`src/rtl/floatingpointpkg.sv`:
```
`default_nettype none
// ============================================================================
//  Module      : floatingpointpkg
//  Description : Shared single-precision float type, zero constant and the
//                request-side FSM state encoding for fp_add_requester.
//  Revision    : 1.0 - initial release
// ============================================================================
package floatingpointpkg;

    // IEEE-754 single precision, MSB first
    typedef struct packed {
        logic        sign;
        logic [7:0]  exp;
        logic [22:0] frac;
    } float;

    localparam float FP_ZERO = float'(32'd0);

    // Request FSM: idle, pulse Go, wait for stale Ready to drop, wait for Ready
    typedef enum logic [1:0] {
        REQ_IDLE  = 2'd0,
        REQ_ISSUE = 2'd1,
        REQ_ACK   = 2'd2,
        REQ_WAIT  = 2'd3
    } req_state_t;

endpackage
`default_nettype wire

```
`src/rtl/fp_op_fifo.sv`:
```
`default_nettype none
// ============================================================================
//  Module      : fp_op_fifo
//  Description : Synchronous FIFO holding operand pairs {A, B}. Power-of-two
//                depth; pointers wrap naturally. Push when full and pop when
//                empty are ignored.
//  Revision    : 1.0 - initial release
// ============================================================================
module fp_op_fifo #(
    parameter int DEPTH = 4,
    parameter int WIDTH = 64
) (
    input  logic                     clk,
    input  logic                     rst_n,
    input  logic                     push,
    input  logic                     pop,
    input  logic [WIDTH-1:0]         wr_data,
    output logic [WIDTH-1:0]         rd_data,
    output logic                     full,
    output logic                     empty,
    output logic [$clog2(DEPTH):0]   count
);

    localparam int AW = $clog2(DEPTH);

    logic [WIDTH-1:0] mem [DEPTH];
    logic [AW-1:0]    wr_ptr;
    logic [AW-1:0]    rd_ptr;
    logic             push_en;
    logic             pop_en;

    assign full    = (count == (AW+1)'(DEPTH));
    assign empty   = (count == '0);
    assign push_en = push && !full;
    assign pop_en  = pop && !empty;
    assign rd_data = mem[rd_ptr];

    // Storage array; contents need no reset since count gates visibility
    always_ff @(posedge clk) begin
        if (push_en) begin
            mem[wr_ptr] <= wr_data;
        end
    end

    // Pointers and occupancy; simultaneous push and pop leave count unchanged
    always_ff @(posedge clk or negedge rst_n) begin
        if (!rst_n) begin
            wr_ptr <= '0;
            rd_ptr <= '0;
            count  <= '0;
        end else begin
            if (push_en) wr_ptr <= wr_ptr + AW'(1);
            if (pop_en)  rd_ptr <= rd_ptr + AW'(1);
            count <= count + {{AW{1'b0}}, push_en} - {{AW{1'b0}}, pop_en};
        end
    end

endmodule
`default_nettype wire

```
`src/rtl/fp_add_requester.sv`:
```
`default_nettype none
// ============================================================================
//  Module      : fp_add_requester
//  Description : Drives a FloatingPointAdder through its Go/Ready handshake.
//                Operand pairs are queued, issued one at a time with stable
//                operands, and results (or watchdog timeouts) are presented
//                on a valid/ready output stream.
//  Revision    : 1.0 - initial release
// ============================================================================
module fp_add_requester
    import floatingpointpkg::*;
#(
    parameter int DEPTH   = 4,
    parameter int TIMEOUT = 64
) (
    input  logic                   Clock,
    input  logic                   ResetN,
    input  logic                   InValid,
    output logic                   InReady,
    input  float                   InA,
    input  float                   InB,
    output logic                   OutValid,
    input  logic                   OutReady,
    output float                   OutResult,
    output logic                   OutZero,
    output logic                   OutInf,
    output logic                   OutNan,
    output logic                   OutTimeout,
    output logic                   AddGo,
    output float                   AddA,
    output float                   AddB,
    input  logic                   AddReady,
    input  float                   AddResult,
    input  logic                   AddZero,
    input  logic                   AddInf,
    input  logic                   AddNan,
    output logic                   Busy,
    output logic [$clog2(DEPTH):0] Count
);

    localparam int            TW        = $clog2(TIMEOUT + 1);
    localparam logic [TW-1:0] TIMER_MAX = TW'(TIMEOUT);

    req_state_t    state;
    req_state_t    state_next;
    logic          fifo_full;
    logic          fifo_empty;
    logic          fifo_pop;
    logic [63:0]   fifo_head;
    logic [TW-1:0] timer;
    logic [TW-1:0] timer_inc;
    logic          timer_expired;
    logic          slot_free;
    logic          do_capture;
    logic          do_timeout;

    fp_op_fifo #(
        .DEPTH (DEPTH),
        .WIDTH (64)
    ) u_fifo (
        .clk     (Clock),
        .rst_n   (ResetN),
        .push    (InValid),
        .pop     (fifo_pop),
        .wr_data ({InA, InB}),
        .rd_data (fifo_head),
        .full    (fifo_full),
        .empty   (fifo_empty),
        .count   (Count)
    );

    assign InReady       = !fifo_full;
    assign AddGo         = (state == REQ_ISSUE);
    assign Busy          = (state != REQ_IDLE);
    assign slot_free     = !OutValid || OutReady;
    // Saturating increment; expiry means this step lands on TIMEOUT
    assign timer_inc     = (timer == TIMER_MAX) ? timer : timer + TW'(1);
    assign timer_expired = (timer_inc == TIMER_MAX);

    // Next-state and handshake decisions
    always_comb begin
        state_next = state;
        fifo_pop   = 1'b0;
        do_capture = 1'b0;
        do_timeout = 1'b0;
        unique case (state)
            REQ_IDLE: begin
                if (!fifo_empty) begin
                    fifo_pop   = 1'b1;
                    state_next = REQ_ISSUE;
                end
            end
            REQ_ISSUE: begin
                state_next = REQ_ACK;
            end
            REQ_ACK: begin
                // A high Ready here is left over from the previous operation
                if (!AddReady) begin
                    state_next = REQ_WAIT;
                end else if (timer_expired && slot_free) begin
                    do_timeout = 1'b1;
                    state_next = REQ_IDLE;
                end
            end
            REQ_WAIT: begin
                if (AddReady) begin
                    // The adder holds Result/Ready until the next Go, so a
                    // blocked output slot simply stalls here
                    if (slot_free) begin
                        do_capture = 1'b1;
                        state_next = REQ_IDLE;
                    end
                end else if (timer_expired && slot_free) begin
                    do_timeout = 1'b1;
                    state_next = REQ_IDLE;
                end
            end
            default: state_next = REQ_IDLE;
        endcase
    end

    // FSM state register
    always_ff @(posedge Clock or negedge ResetN) begin
        if (!ResetN) state <= REQ_IDLE;
        else         state <= state_next;
    end

    // Watchdog timer: cleared on issue and on entry to WAIT, counts while waiting
    always_ff @(posedge Clock or negedge ResetN) begin
        if (!ResetN) begin
            timer <= '0;
        end else if (fifo_pop) begin
            timer <= '0;
        end else if (state == REQ_ACK) begin
            timer <= AddReady ? timer_inc : '0;
        end else if (state == REQ_WAIT && !AddReady) begin
            timer <= timer_inc;
        end
    end

    // Operand registers change only on a pop, so they stay stable through the operation
    always_ff @(posedge Clock or negedge ResetN) begin
        if (!ResetN) begin
            AddA <= FP_ZERO;
            AddB <= FP_ZERO;
        end else if (fifo_pop) begin
            AddA <= float'(fifo_head[63:32]);
            AddB <= float'(fifo_head[31:0]);
        end
    end

    // Result register: load on capture or timeout, otherwise drain on acceptance
    always_ff @(posedge Clock or negedge ResetN) begin
        if (!ResetN) begin
            OutValid   <= 1'b0;
            OutResult  <= FP_ZERO;
            OutZero    <= 1'b0;
            OutInf     <= 1'b0;
            OutNan     <= 1'b0;
            OutTimeout <= 1'b0;
        end else if (do_capture) begin
            OutValid   <= 1'b1;
            OutResult  <= AddResult;
            OutZero    <= AddZero;
            OutInf     <= AddInf;
            OutNan     <= AddNan;
            OutTimeout <= 1'b0;
        end else if (do_timeout) begin
            OutValid   <= 1'b1;
            OutResult  <= FP_ZERO;
            OutZero    <= 1'b0;
            OutInf     <= 1'b0;
            OutNan     <= 1'b0;
            OutTimeout <= 1'b1;
        end else if (OutReady) begin
            OutValid   <= 1'b0;
        end
    end

endmodule
`default_nettype wire

```
`config.mk`:
```
export PLATFORM = sky130hd
export DESIGN_NAME = fp_add_requester
export DESIGN_NICKNAME = d
export VERILOG_FILES = /design/src/rtl/floatingpointpkg.sv /design/src/rtl/fp_op_fifo.sv /design/src/rtl/fp_add_requester.sv
export SDC_FILE = /design/constraint.sdc
export NUM_CORES = 1
export LEC_CHECK = 0
export CAP_MARGIN = 40
export CORE_ASPECT_RATIO = 1.1
export CORE_MARGIN = 4
export CORE_UTILIZATION = 54
export CTS_CLUSTER_DIAMETER = 40
export DETAILED_ROUTE_END_ITERATION = 7
export PLACE_DENSITY = 0.8
export SLEW_MARGIN = 5
export SYNTH_ARGS = -nofsm -noshare
export SYNTH_HDL_FRONTEND = slang
export SYNTH_SLANG_ARGS = --single-unit
```
`constraint.sdc`:
```
create_clock -name Clock -period 3 [get_ports Clock]
set_input_delay 0.6 -clock Clock [delete_from_list [all_inputs] [get_ports Clock]]
set_output_delay 0.6 -clock Clock [all_outputs]
set_load 0.1 [all_outputs]
```
==> run_results.csv <==
group,metric,value,unit
finish,fin_nets,1099,
clocking,insertion_delay,0.53,ns
die,fp-row-count,61,
detailed_routing,vias_per_cell,5.40,
clocking,ctsRootBufferMaster,"clkbuf_16",
status,outcome,"complete, no violations",
global_routing,grt_overflow,0,
detailed_routing,vias,7377,
timing,slew_viol_final,0,
yosys,synthFlopType,"edfxtp_1",
placement,gp_congestion,0.812,
timing,max_slew.worst_pin.slew,0.592,ns
timing,setup_tns,0,ns
yosys,synth_most_common_cell,"edfxtp_1",
global_routing,grt_pass1_wl,44.0,mm
yosys,synthCells,740,
critical_path,r2r_end,"u_fifo.count[2]$_DFF_PN0_",
yosys,synth_commonest_cells,"edfxtp_1, dfrtp_1, nand2_1",
placement,port_buffers,210,
finish,drive_above_1_share,35.2,%
clocking,numCtsBuffers,42,
finish,antenna_cells,0,
critical_path,crit_path_max_fanout,12,
yosys,synth.distinct_cells,44,
timing,setup_violations,0,
timing,fin_crit,2.30,ns
critical_path,reg2reg_depth,9,
critical_path,startpoint,"state[1]$_DFFE_PN0P_",
critical_path,startpoint_type,"flop",
critical_path,cpMaxStageDelayCell,"dfrtp_1",
die,fp.dieH,178,microns
critical_path,path_class,"flop to flop",
clocking,clock_tree.buffer_depth,3,
clocking,clk_pin_slew_worst_paths,0.06,ns
clocking,post_cts_resized,0,
detailed_routing,wl_per_cell,20.5,microns
detailed_routing,routed_wl,28.0,mm
clocking,clock-sinks,373,
critical_path,crit_required,3.40,ns
global_routing,grt_pass1_vias,7856,
critical_path,endpoint_kind,"flop",
yosys,synth_area,14100,sq um
flow_run,cap_violations,0,
critical_path,reg2reg_slack,0.70,ns
yosys,synth_nets,853,
critical_path,crit_chain,"or2_2 > nor2_4 > ha_1 > inv_1 > ha_1 > inv_1 > fa_1 > xnor2_1 > xnor2_1",
timing,fin_worst_skew,0.0224,ns
yosys,synth.avg_cell_area,19.1,sq um
yosys,yosys_warnings,0,
clocking,cts_htree_levels,2,
detailed_routing,antenna_left,0,
detailed_routing,drtIter0Drc,469,
critical_path,crit-reg2reg-launch,"state[1]$_DFFE_PN0P_",
critical_path,crit_path_max_incr_delay,0.50,ns
global_routing,grt_start_max_net_pins,69,
critical_path,crit_end,"u_fifo.count[2]$_DFF_PN0_",
placement,hpwl,17.7,mm
die,start_util,55.3,%
die,io_pins,211,
global_routing,antenna_found_initial,0,
timing,hold_viol,0,
yosys,synth_edf_count,256,
timing,rsz0062_at_grt,"no",
yosys,synth_top_cell_area_share,54.5,%
die,fp.dieW,162,microns
critical_path,cp.arrival,2.70,ns
min_path,min_path_type,"input port to async pin",
clocking,ctsHoldBuffers,0,
timing,max_slew_margin,60.5,%
die,die_area,28800,sq um
detailed_routing,dr.pass1.iters,6,
yosys,yosys-top-cells-area,"edfxtp_1, dfrtp_1, mux4_2",
yosys,synth_seq_cells,373,
detailed_routing,drc,0,
yosys,ys_async_sr_fraction,31.4,%
die,core-area,25500,sq um
timing,finalCritPeriodShare,76.7,%
global_routing,grt.total_usage,19.7,%
yosys,yosysTopAreaCell,"edfxtp_1",
timing,fmax,435,MHz
clocking,postCtsSetupRepairBufs,0,
clocking,cts_tree,"done",
finish,areaGrowthSynthToFinish,27.0,%
yosys,synth_seq_area_share,75.3,%
worst max-delay path, delay by kind of cell (launching register included):
family	cells	cell delay, ns
flops	1	0.50
fa+ha+maj	3	0.74
buf+inv	2	0.11
xor+xnor	2	0.28
simple gates	2	0.56
placed cells by master, fill, tap and decap left out, drive strengths merged, types with 3 or more instances in the layout:
cell type / instances
edfxtp: 256
buf: 135
dfrtp: 117
clkdlybuf4s50: 102
nand2: 83
mux4: 64
mux2: 64
clkbuf: 51
a21oi: 38
inv: 19
clkinv: 13
ha: 8
nor2: 7
xnor2: 6
o21ai: 6
nand3: 5
a31oi: 5
and3: 5
nor3: 3
xor2: 3
clkinvlp: 3
or2: 3
metrics by stage:
| stage | hold WS (ns) | utilization (%) | setup slack (ns) | instance area (sq um) | std cells |
|---|---|---|---|---|---|
| final | 0.0612 | 70.3 | 0.699 | 17900 | 1365 |
| after global routing | 0.0800 | 70.3 | 0.526 | 17900 | 1365 |
| after CTS | 0.0620 | 70.3 | 0.694 | 17900 | 1365 |
| after detailed placement | 0.477 | 65.1 | 0.545 | 16600 | 1288 |
| after global placement | 0.477 | 65.1 | 0.569 | 16600 | 1288 |
| after floorplan | 0.304 | - | 0.0181 | 14100 | 740 |
logic make-up (layout without fill, tap and decap cells):
family          count (synthesis)  after routing  synth area share [%]
flops                         373            373                  75.3
fa+ha+maj                       9              9                 0.852
compound gates                 58             58                  2.61
mux                           129            129                  15.4
xor+xnor                        9              9                 0.559
simple gates                  117            117                  3.69
buf+inv                        45            324                  1.64
worst min path at each step:
stage,start,endpoint,slack (ns),depth (start not counted)
floorplan,ResetN,AddA[0]$_DFFE_PN0P_,0.30,0
global placement,OutTimeout$_DFFE_PN0P_,OutTimeout$_DFFE_PN0P_,0.48,1
detailed placement,OutTimeout$_DFFE_PN0P_,OutTimeout$_DFFE_PN0P_,0.48,1
CTS,ResetN,AddB[31]$_DFFE_PN0P_,0.06,1
global route,ResetN,AddA[4]$_DFFE_PN0P_,0.08,1
finish,ResetN,AddA[4]$_DFFE_PN0P_,0.06,1
layer usage:
| metal | track usage, % | share of wire [%] |
|---|---|---|
| met5 | 0 | 0 |
| met4 | 3.98 | 1.3 |
| met3 | 5.16 | 6.7 |
| met2 | 34.6 | 51 |
| met1 | 25.3 | 40 |
area by class of cell:
cell class	instances	area, sq um
Timing Repair Buffer	237	2200
Sequential cell	373	10600
Clock buffer	51	1100
Fill cell	1675	7580
Tap cell	346	433
Inverter	10	37.5
Clock inverter	26	215
Multi-Input combinational cell	322	3300
sequential cells by signal (all words and copies together), names as in the netlist, 2 cells and up:
| name | cells |
|---|---|
| AddA | 32 |
| AddB | 32 |
| OutResult | 32 |
| state | 2 |
| timer | 7 |
| u_fifo.count | 3 |
| u_fifo.mem | 256 |
| u_fifo.rd_ptr | 2 |
| u_fifo.wr_ptr | 2 |
Power is not shown: default switching activity piles up to over one toggle a cycle in this logic, so the estimate is an artifact.
